File: config.mk
export PLATFORM = sky130hd
export DESIGN_NAME = rate_out_buffer
export DESIGN_NICKNAME = d
export VERILOG_FILES = /design/src/rtl/rate_out_buffer_pkg.sv /design/src/rtl/rate_out_buffer_sample_fifo.sv /design/src/rtl/rate_out_buffer.sv
export SDC_FILE = /design/constraint.sdc
export NUM_CORES = 1
export LEC_CHECK = 0
export CORE_MARGIN = 2
export CORE_UTILIZATION = 45
export CTS_BUF_LIST = sky130_fd_sc_hd__clkbuf_4
export CTS_CLUSTER_DIAMETER = 40
export DETAILED_ROUTE_END_ITERATION = 8
export PLACE_DENSITY_LB_ADDON = 0.05
export RECOVER_POWER = 100
export SLEW_MARGIN = 20
export SYNTH_ARGS = -nofsm -noshare
export SYNTH_HDL_FRONTEND = slang
export SYNTH_HIERARCHICAL = 1
export SYNTH_SLANG_ARGS = --single-unit
File: constraint.sdc
create_clock -name clk -period 4.25 [get_ports clk]
set_input_delay 0.6375 -clock clk [delete_from_list [all_inputs] [get_ports clk]]
set_output_delay 0.6375 -clock clk [all_outputs]
set_load 0.02 [all_outputs]
File: src/rtl/rate_out_buffer_pkg.sv
// Shared constants, FSM encoding and sizing helper for the rate output buffer.
package rate_out_buffer_pkg;

    localparam int unsigned DWIDTH_DEF   = 16;
    localparam int unsigned DEPTH_DEF    = 8;
    localparam int unsigned TICK_DIV_DEF = 2083;

    typedef enum logic {
        PREFILL = 1'b0,
        RUN     = 1'b1
    } state_t;

    // Width of an occupancy value able to hold 0..depth inclusive.
    function automatic int unsigned level_width(input int unsigned depth);
        return $clog2(depth) + 1;
    endfunction

endpackage

File: src/rtl/rate_out_buffer_sample_fifo.sv
// Single-clock sample FIFO with a separate occupancy counter.
module sample_fifo
    import rate_out_buffer_pkg::*;
#(
    parameter int unsigned DWIDTH = DWIDTH_DEF,
    parameter int unsigned DEPTH  = DEPTH_DEF,
    parameter int unsigned AW     = level_width(DEPTH) - 1
) (
    input  logic              clk,
    input  logic              rst,
    input  logic              wr_en,
    input  logic [0:DWIDTH-1] wr_data,
    input  logic              rd_en,
    output logic [0:DWIDTH-1] rd_data,
    output logic [AW:0]       count
);

    localparam int unsigned CW = AW + 1;
    localparam logic [CW-1:0] FULL_CNT = CW'(DEPTH);

    logic [0:DWIDTH-1] mem [DEPTH];
    logic [AW-1:0]     wr_ptr;
    logic [AW-1:0]     rd_ptr;
    logic              wr_ok_c;
    logic              rd_ok_c;

    // Never overwrite a full FIFO or pop an empty one.
    assign wr_ok_c = wr_en && (count != FULL_CNT);
    assign rd_ok_c = rd_en && (count != '0);
    assign rd_data = mem[rd_ptr];

    // Pointers wrap modulo DEPTH; occupancy tracked independently.
    always_ff @(posedge clk or negedge rst) begin
        if (!rst) begin
            wr_ptr <= '0;
            rd_ptr <= '0;
            count  <= '0;
        end else begin
            if (wr_ok_c) wr_ptr <= wr_ptr + AW'(1);
            if (rd_ok_c) rd_ptr <= rd_ptr + AW'(1);
            case ({wr_ok_c, rd_ok_c})
                2'b10:   count <= count + CW'(1);
                2'b01:   count <= count - CW'(1);
                default: count <= count;
            endcase
        end
    end

    // Sample storage; contents are don't-care until written.
    always_ff @(posedge clk) begin
        if (wr_ok_c) mem[wr_ptr] <= wr_data;
    end

endmodule

File: src/rtl/rate_out_buffer.sv
// Rate output buffer: absorbs bursty filter output and replays it at a fixed tick rate.
// Optional build macro OUT_HOLD_LAST_EN: repeat last sample on underrun instead of silence.
module rate_out_buffer
    import rate_out_buffer_pkg::*;
#(
    parameter int unsigned DWIDTH      = DWIDTH_DEF,
    parameter int unsigned DEPTH       = DEPTH_DEF,
    parameter int unsigned DEPTH_LOG   = level_width(DEPTH) - 1,
    parameter int unsigned TICK_DIV    = TICK_DIV_DEF,
    parameter int unsigned TICK_LOG    = 12,
    parameter int unsigned START_LEVEL = 4
) (
    input  logic                     clk,
    input  logic                     rst,
    input  logic                     req_in,
    output logic                     ack_in,
    input  logic signed [0:DWIDTH-1] data_in,
    output logic signed [0:DWIDTH-1] sample_out,
    output logic                     sample_stb,
    output logic [DEPTH_LOG:0]       level,
    output logic                     underrun
);

    localparam int unsigned LW = DEPTH_LOG + 1;
    localparam logic [LW-1:0]       FULL_LVL  = LW'(DEPTH);
    localparam logic [LW-1:0]       START_LVL = LW'(START_LEVEL);
    localparam logic [TICK_LOG-1:0] TICK_LAST = TICK_LOG'(TICK_DIV - 1);

    state_t             state;
    logic [TICK_LOG-1:0] tick_cnt;
    logic               tick_c;
    logic               wr_en_c;
    logic               rd_en_c;
    logic [0:DWIDTH-1]  head;
    logic [LW-1:0]      count;

    assign tick_c  = (tick_cnt == TICK_LAST);
    assign wr_en_c = req_in && ack_in;
    assign rd_en_c = (state == RUN) && tick_c && (count != '0);
    assign level   = count;

    sample_fifo #(
        .DWIDTH (DWIDTH),
        .DEPTH  (DEPTH),
        .AW     (DEPTH_LOG)
    ) u_fifo (
        .clk     (clk),
        .rst     (rst),
        .wr_en   (wr_en_c),
        .wr_data (data_in),
        .rd_en   (rd_en_c),
        .rd_data (head),
        .count   (count)
    );

    // Free-running output-rate counter, one tick every TICK_DIV cycles.
    always_ff @(posedge clk or negedge rst) begin
        if (!rst) begin
            tick_cnt <= '0;
        end else if (tick_c) begin
            tick_cnt <= '0;
        end else begin
            tick_cnt <= tick_cnt + TICK_LOG'(1);
        end
    end

    // Input ack: single-cycle pulse, withheld at full so nothing is lost.
    always_ff @(posedge clk or negedge rst) begin
        if (!rst) begin
            ack_in <= 1'b0;
        end else begin
            ack_in <= req_in && !ack_in && (count != FULL_LVL);
        end
    end

    // Prefill/run state machine with registered sample output and strobe.
    always_ff @(posedge clk or negedge rst) begin
        if (!rst) begin
            state      <= PREFILL;
            sample_out <= '0;
            sample_stb <= 1'b0;
            underrun   <= 1'b0;
        end else begin
            sample_stb <= 1'b0;
            case (state)
                PREFILL: begin
                    if (count >= START_LVL) state <= RUN;
                end
                RUN: begin
                    if (tick_c) begin
                        sample_stb <= 1'b1;
                        if (count != '0) begin
                            sample_out <= head;
                        end else begin
                            underrun <= 1'b1;
`ifdef OUT_HOLD_LAST_EN
                            sample_out <= sample_out;
`else
                            sample_out <= '0;
`endif
                        end
                    end
                end
                default: state <= PREFILL;
            endcase
        end
    end

endmodule
Word level (Yosys, flattened, before mapping) --
Memories as Yosys holds them, arrays and structs flattened. Index checks and enable logic that the tools add are counted.
Storage, ports and cells: bits in registers 42, word-level logic and storage cells 42, bits of input ports 19, output and inout bits 23, memory bits (writable) 128, memories kept 1
Cells by class: bitwise gates (word level) 1, magnitude comparators 1, eq/ne operators 4, reduce and logical (&&, ||, !) cells 12, muxes and demuxes 9, add/sub/neg operators 5
Memories:
- u_fifo.mem | depth 8, bits a word 16, read ports 1, clocked after memory_dff 0, wr ports 1, line rate_out_buffer_sample_fifo.sv:21 | logic [0:DWIDTH-1] mem [DEPTH];
Operators with widths (number):
- 2-to-1 mux 16 bit | 1
- adder 12 x 1 -> 12 bit, second input constant | 1
- == test 12 bit, second input constant | 1
- 2-to-1 mux 12 bit | 1
- one-hot mux 4 bit (2 select lines) | 1
- logical AND 1 bit | 7
- adder 3 x 1 -> 3 bit, second input constant | 2
- 2-to-1 mux 1 bit | 6
- adder 4 x 1 -> 4 bit, second input constant | 1
- greater-or-equal comparator 4 x 3 -> 1 bit, second input constant | 1
- inequality test 4 bit, second input constant | 1
- nonzero test 4 bit | 1
- subtractor 4 x 1 -> 4 bit, second input constant | 1
- AND reduction 3 bit | 1
- == test 2 x 1 -> 1 bit, second input constant | 1
- == test 2 bit, second input constant | 1
- AND reduction 2 bit | 1
- nonzero test 2 bit | 1
- logical NOT 1 bit | 1
- NOT 1 bit | 1

Longest topological paths before layout --
Gate-level depths: netlist (run 1).
depth after elaboration 6, mapped depth 13, gate-level depth less buffers 13

By module --
The synthesis (run 1) kept the hierarchy.
By module, submodules not included:
- sample_fifo | seq. area each 4093.9 µm², instances 1, cells an instance 251, area an instance 5547.8 µm²
- rate_out_buffer | seq. area each 800.8 µm², instances 1, cells an instance 115, area an instance 1486.4 µm²

Worst setup path before layout (run 1) --
Ideal clock, no wire load.
path kind reg-to-reg, start point register u_fifo.count[3], end point register u_fifo.count[3], path buffers 1, library setup time 0.134 ns, setup slack 0.836 ns, required time 4.116 ns, period minus slack after synthesis 3.414 ns, data arrival time 3.280 ns, stages on the path, launching flop included 11, cells stage by stage dfrtp_1 -> nor4_1 -> clkbuf_1 -> nor2b_1 -> o41ai_1 -> inv_1 -> ha_1 -> ha_1 -> or4b_2 -> o311ai_0 -> o211ai_1
On the way: cells in the longest elaborated chain, start to end 5, elaborated cells on any way between the ends 11, those cells by class add/sub: 2; eq/ne: 3; mux: 1; reduce/logical: 5
RTL lines:
- start: declaration | line rate_out_buffer_sample_fifo.sv:15 | output logic [AW:0] count
- start signal: assignment | line rate_out_buffer_sample_fifo.sv:42 | 2'b10: count <= count + CW'(1);
- start signal: assignment | line rate_out_buffer_sample_fifo.sv:43 | 2'b01: count <= count - CW'(1);
- start signal: assignment | line rate_out_buffer_sample_fifo.sv:44 | default: count <= count;
- nonzero test 4 bit (*) | line rate_out_buffer.sv:39 | assign rd_en_c = (state == RUN) && tick_c && (count != '0);
- logical AND 1 bit (*) | line rate_out_buffer.sv:39
- via rd_en_c | line rate_out_buffer.sv:33 | logic rd_en_c;
- logical AND 1 bit (*) | line rate_out_buffer_sample_fifo.sv:29 | assign rd_ok_c = rd_en && (count != '0);
- via u_fifo.rd_ok_c | line rate_out_buffer_sample_fifo.sv:25 | logic rd_ok_c;
- == test 2 x 1 -> 1 bit or == test 2 bit (tied branches) | line rate_out_buffer_sample_fifo.sv:41 | case ({wr_ok_c, rd_ok_c})
- one-hot mux 4 bit (2 select lines) or nonzero test 2 bit (tied branches)
Mark *: on every way through the listed nets, which the timed path passes. The rest lies on a longest branch. A chain may end at the register's enable or synchronous reset.

Worst setup path after layout (run 1) --
start point register tick_cnt[8], end point register u_fifo.count[3]
On the way: cells in the longest elaborated chain, start to end 6, elaborated cells on any way between the ends 8, those cells by class eq/ne: 3; mux: 1; reduce/logical: 4
RTL lines:
- start: declaration | line rate_out_buffer.sv:30 | logic [TICK_LOG-1:0] tick_cnt;
- start signal: assignment | line rate_out_buffer.sv:63 | tick_cnt <= tick_cnt + TICK_LOG'(1);
- == test 12 bit (*) | line rate_out_buffer.sv:37 | assign tick_c = (tick_cnt == TICK_LAST);
- logical AND 1 bit (*) (2 in a row) | line rate_out_buffer.sv:39
- via rd_en_c | line rate_out_buffer.sv:33
- logical AND 1 bit (*) | line rate_out_buffer_sample_fifo.sv:29
- via u_fifo.rd_ok_c | line rate_out_buffer_sample_fifo.sv:25
- == test 2 x 1 -> 1 bit or == test 2 bit (tied branches) | line rate_out_buffer_sample_fifo.sv:41
- one-hot mux 4 bit (2 select lines) or nonzero test 2 bit (tied branches)
Marks and branches as above.

==> metrics, run 1 <==
status finished with violations; failing checks max-capacitance violations, max-slew violations; fin cells 648; root buf cell clkbuf_4; HP Class reg -> reg; IO buf count 41; vias between 3000 and 4000; Power Density 413 nW/µm²; fin nets 449; post-synthesis xor/xnor area fraction 0.0187; Warnings, synthesis 6; CTS Buffer Depth 2; largest net degree at the start of global routing 43; DR WL/cell roughly 20 µm; Reg area 4900 µm²; slew margin rel. -0.667; TritonRoute pass-1 iters 4; Finish-stage setup viols 0; cell taking the most area after synthesis edfxtp_1; initial core utilization 0.461; post-synthesis mux area share 0.177; end-of-flow core utilization 0.518; Mapped Cells ~370; total power approximately 3.3 mW; core area 15300 µm²; commonest non-fill, non-tap cell in the layout edfxtp_1; Layout area overhead 12.5%; die height between 100 and 150 µm; pre-CTS WS 0.644 ns; H-tree depth 4; Final Max Tran Viols between 70 and 80; DRT antenna net count 0; multi-input combinational cell area ~2000 µm²; post-CTS sizing 0; first-pass GRT wire length around 20 mm; Clock Sinks 170; die width around 130 µm; Worst Path Arrival 4.10 ns; placed insts approximately 600; Placed Area just under 8000 µm²; Mapped Area about 7000 µm²; Overall Global Routing Usage 0.172; post-synthesis compound-gate area fraction 0.00907; Vias/cell around 5.4; Skew-Pair Late Insertion Delay 0.54 ns; post-route cell area a little under 8000 µm²; FILL cells roughly 1200; Simple-Gate Fraction of Synth Area 0.0669; initial antenna violation count 2; Reg2Reg Depth 11; count of final hold-check violations 0; detailed placer's ending HPWL about 7.3 mm; RSZ-0062 raised after global routing no; Clock transition at path regs about 0.15 ns; drt total wl approximately 13 mm; Tmin final roughly 3.7 ns; Setup WS post-layout 0.580 ns; hold slack around 0.46 ns; Req. time, crit path roughly 4.7 ns; GR Overflow Total 0; clk_skew between 0.015 and 0.02 ns; Max Freq between 200 and 300 MHz; GPL Wtd Cong 0.718; number of global-route vias before repair around 3500; most frequent cells in the layout edfxtp_1 (128), dfrtp_1 (41), dlygate4sd3_1 (39), mux4_1 (25), mux2_2 (23); Top Ports between 40 and 50; syn_nets around 390; share of the synthesized area in the top cell type 0.546; critical path type reg -> reg; # Max-Cap Violations 2; part of the Yosys area used for sequential elements 0.696; Setup Fix Bufs, Post-CTS 0; number of remaining DRC errors 0; Lkg Pwr approximately 2.8 nW; worst-margin pin slew roughly 2.5 ns; setup TNS 0 ns; # hold bufs at CTS 0; synthesized flop and latch total between 150 and 200; Die ar. approximately 17000 µm²; share of cells above drive strength 1 0.163; crit start category flip-flop; Row Count 45; dominant combinational cell family by area after synthesis multiplexers; CTS tree yes; peak supply drop between 0.0002 and 0.0003 V; Critical Path Fanout Max 9; ranking of synthesized cells by area edfxtp_1 (55%), dfrtp_1 (15%), mux4_1 (9.3%); number of CTS-inserted buffers 17; endpoint class of the critical path flip-flop; Hold Path Depth 1; Final Cycle Share 0.864; Yosys cell types 46; adder-cell share of the synthesized area 0.0153; iteration-0 DRC count of the detailed router between 200 and 250; Synth Area per Inst 19.2 µm²
report_power, final:
group          total, mW  internal, mW  switching (mW)
Combinational      0.368         0.151           0.217
Clock              0.916         0.360           0.556
Sequential          1.98          1.90          0.0836
Total               3.26          2.41           0.856
area by class of cell:
cell class / instances / area share
Clock inverter: 14 / 0.0185
Antenna cell: 2 / 0.000633
Timing Repair Buffer: 50 / 0.0558
Sequential cell: 170 / 0.619
Inverter: 8 / 0.00380
Multi-Input combinational cell: 175 / 0.252
Tap cell: 211 / 0.0334
Clock buffer: 18 / 0.0171
routing by layer:
metal  vias up  track usage  part of all wire
met2        59        0.275              0.48
met3        11       0.0475             0.031
met1      1826        0.230              0.48
li1       1571            -                 -
met5         -            0                 0
met4         0       0.0569             0.011
path summary, 6_finish.rpt:
check	from	end	slack, ns
min	ack_in$_DFF_PN0_	ack_in$_DFF_PN0_	0.46
min in group asynchronous	rst	u_fifo/count[1]$_DFFE_PN0P_	0.84
min reg2reg	ack_in$_DFF_PN0_	ack_in$_DFF_PN0_	0.46
max in group asynchronous	rst	u_fifo/rd_ptr[1]$_DFFE_PN0P_	1.82
max reg2reg	tick_cnt[8]$_DFF_PN0_	u_fifo/count[3]$_DFFE_PN0P_	0.58
max	tick_cnt[8]$_DFF_PN0_	u_fifo/count[3]$_DFFE_PN0P_	0.58
sequential cells by signal, summed over array words and instances (netlist names):
| name | cells |
|---|---|
| ack_in | 1 |
| sample_out | 16 |
| sample_stb | 1 |
| state | 1 |
| tick_cnt | 12 |
| u_fifo/count | 4 |
| u_fifo/mem | 128 |
| u_fifo/rd_ptr | 3 |
| u_fifo/wr_ptr | 3 |
| underrun | 1 |
kinds of logic (layout without fill, tap and decap cells):
logic type | after synthesis | after routing
XOR/XNOR | 15 | 15
flip-flops | 170 | 170
AND/OR/NAND/NOR | 76 | 76
AO/OA/AOI/OAI | 9 | 9
other | 0 | 2
multiplexers | 67 | 67
buffers and inverters | 21 | 90
adder cells (fa/ha/maj) | 8 | 8
critical path: stages, from the launching register on:
cell and delay, ns:
dfrtp_1 0.44, or4_1 0.60, nor4_4 0.33, and3_1 0.24
nor2b_1 0.15, o41ai_1 0.14, inv_1 0.12, ha_1 0.31
ha_1 0.34, or4b_2 0.64, o311ai_0 0.13, o211ai_1 0.13
synthesized netlist by cell type, drive strengths merged:
| library cell | count |
|---|---|
| nor3b | 4 |
| inv | 8 |
| xnor2 | 12 |
| and2b | 8 |
| nand4 | 2 |
| edfxtp | 128 |
| xor2 | 3 |
| o311ai | 1 |
| o211ai | 1 |
| mux2 | 34 |
| nor4b | 1 |
| dfrtp | 42 |
| buf | 9 |
| nand2 | 10 |
| nor2 | 13 |
| clkbuf | 4 |
| and2 | 2 |
| o21ai | 2 |
| nor2b | 9 |
| nand2b | 2 |
| or3 | 1 |
| nand3 | 9 |
| or4 | 2 |
| fa | 1 |
| ha | 7 |
| or4b | 3 |
| o41ai | 1 |
| a21o | 1 |
| nor3 | 4 |
| a21oi | 2 |
| mux2i | 1 |
| mux4 | 32 |
| nor4 | 3 |
| nand3b | 2 |
| and3 | 1 |
| a2111o | 1 |
(Power assumes the default switching activity.)
==> run 2, diff against run 1 <==
--- a/config.mk
+++ b/config.mk
@@ -9,6 +9,7 @@
 export CORE_UTILIZATION = 45
 export CTS_BUF_LIST = sky130_fd_sc_hd__clkbuf_4
 export CTS_CLUSTER_DIAMETER = 40
+export CTS_CLUSTER_SIZE = 20
 export DETAILED_ROUTE_END_ITERATION = 8
 export PLACE_DENSITY_LB_ADDON = 0.05
 export RECOVER_POWER = 100
==> results of run 2 <==
Final layout, timing and power as in run 1 (identical DEF).
==> run 3, diff against run 2 <==
==> constraint.sdc (replaced) <==
create_clock -name clk -period 4.3 [get_ports clk]
set_input_delay 0.645 -clock clk [delete_from_list [all_inputs] [get_ports clk]]
set_output_delay 0.645 -clock clk [all_outputs]
set_load 0.02 [all_outputs]
==> run 3 against run 2 <==
The run still ends with max-capacitance violations, max-slew violations left. Final area grew 0.25%. Worst setup slack gained 0.026 ns. Final cell count is the same. Via count shrank 2.0%. Clock power grew 6.4%. Wire length shrank 0.34%. Register-to-register slack gained 0.03 ns. Sequential power is essentially flat. Clock skew grew 0.0035 ns. Critical path type unchanged. Largest power group unchanged. Highest routed layer unchanged.
==> metrics, run 3 (synthesis gave the netlist of run 1 again) <==
failing checks max-capacitance violations, max-slew violations; share of cells above drive strength 1 0.154; number of CTS-inserted buffers 17; number of global-route vias before repair between 3000 and 4000; Skew-Pair Late Insertion Delay between 0.5 and 0.6 ns; number of remaining DRC errors 0; Vias/cell 5.25; Power Density roughly 410 nW/µm²; Final Max Tran Viols 78; post-CTS sizing 0; GR Overflow Total 0; GPL Wtd Cong slightly above 0.7; Lkg Pwr approximately 2.8 nW; # Max-Cap Violations 2; GR met3 Demand/Resource 0.0483; status finished with violations; DR WL/cell just over 20 µm; Final Cycle Share 0.859; Overall Global Routing Usage 0.173; endpoint class of the critical path flip-flop; commonest non-fill, non-tap cell in the layout edfxtp_1; H-tree depth 4; max reg flops around 130; fin cells about 650; Max Freq about 270 MHz; cell breakdown of the critical path or4_1 > nor4_4 > and3_1 > nor2b_1 > o41ai_1 > inv_1 > ha_1 > ha_1 > or4b_2 > o311ai_0 > o211ai_1; Largest regs u_fifo/mem x128, sample_out x16, tick_cnt x12; fin nets between 400 and 500; Setup Fix Bufs, Post-CTS 0; met2 Use GR 0.279; FILL cells between 1000 and 1500; vias 3399; worst-margin pin slew approximately 2.5 ns; HP Class reg -> reg; setup TNS 0 ns; crit start category flip-flop; # hold bufs at CTS 0; Bufs and invs on worst path 1; multi-input combinational cell area around 2000 µm²; DRT antenna net count 0; busiest grt layer met2; Critical Path Fanout Max 9; count of final hold-check violations 0; met1 GRT Util 0.232; Layout area overhead 12.7%; CTS tree yes; reg-to-reg setup timing slack between 0.6 and 0.7 ns; clk_skew 0.0228 ns; Tmin final roughly 3.7 ns; IO buf count 41; Finish-stage setup viols 0; Die ar. about 17000 µm²; core area around 15000 µm²; CP max-delay cell or4b_2; Clock transition at path regs 0.15 ns; largest delay contributor family on the critical path simple AND/OR/NAND/NOR gates; Req. time, crit path 4.76 ns; largest net degree at the start of global routing 43; die width about 130 µm; initial core utilization 0.461; die height approximately 130 µm; critical path type reg -> reg; RSZ-0062 raised after global routing no; drt total wl between 10 and 15 mm; Reg area 4900 µm²; iteration-0 DRC count of the detailed router ~180; detailed placer's ending HPWL 7.36 mm; Crit path largest cell delay 0.66 ns; Top Ports between 40 and 50; Row Count 45; largest reg by FF count u_fifo/mem; first-pass GRT wire length just over 20 mm; placed insts approximately 610; slew margin rel. -0.668; Worst Path Arrival 4.15 ns; TritonRoute pass-1 iters 4; CTS Buffer Depth 2; most frequent cells in the layout edfxtp_1 (128), dfrtp_1 (41), dlygate4sd3_1 (39), mux4_1 (25), mux2_2 (23); peak supply drop 0.000249 V; initial antenna violation count 2; Clock Sinks 170; root buf cell clkbuf_4; CP most frequent cell ha_1
## run 3: path summary, 6_finish.rpt
kind                                  startpoint                            to  depth (start not counted)
setup reg to reg           tick_cnt[8]$_DFF_PN0_   u_fifo/count[3]$_DFFE_PN0P_                         11
min in group asynchronous                    rst   u_fifo/count[1]$_DFFE_PN0P_                          1
setup / recovery           tick_cnt[8]$_DFF_PN0_   u_fifo/count[3]$_DFFE_PN0P_                         11
hold / removal                  ack_in$_DFF_PN0_              ack_in$_DFF_PN0_                          1
max in group asynchronous                    rst  u_fifo/rd_ptr[1]$_DFFE_PN0P_                          1
hold reg to reg                 ack_in$_DFF_PN0_              ack_in$_DFF_PN0_                          1
## run 3: cell type report
| cell class | count | area share |
|---|---|---|
| clock inverters | 14 | 0.0216 |
| multi-input cells | 175 | 0.251 |
| inverters | 8 | 0.00379 |
| well taps | 211 | 0.0333 |
| clock buffers | 18 | 0.0170 |
| flip-flops and latches | 170 | 0.617 |
| repair buffers | 50 | 0.0557 |
| diodes | 2 | 0.000631 |
## run 3: through the flow
stage / instance area [µm²] / total power [mW] / hold WS [ns] / setup WS, ns / utilization
after global placement: 7700 / 2.37 / 0.438 / 0.813 / 0.505
after CTS: 8010 / 3.36 / 0.233 / 0.643 / 0.525
after global routing: 7930 / 3.45 / 0.506 / 0.319 / 0.520
after detailed placement: 7700 / 2.39 / 0.442 / 0.641 / 0.505
after floorplan: 7030 / 2.19 / 0.349 / 0.886 / -
final: 7930 / 3.29 / 0.470 / 0.606 / 0.520
## run 3: power breakdown
part	switching [mW]	internal [mW]	total (mW)
clock network	0.560	0.415	0.975
logic	0.213	0.150	0.362
registers	0.0796	1.87	1.95
total	0.852	2.44	3.29
## run 3: metal layers
| layer | wire (µm) | share of wire |
|---|---|---|
| met3 | 387 | 0.029 |
| met1 | 6250 | 0.48 |
| met2 | 6350 | 0.48 |
| met4 | 150 | 0.011 |
| met5 | 0 | 0 |
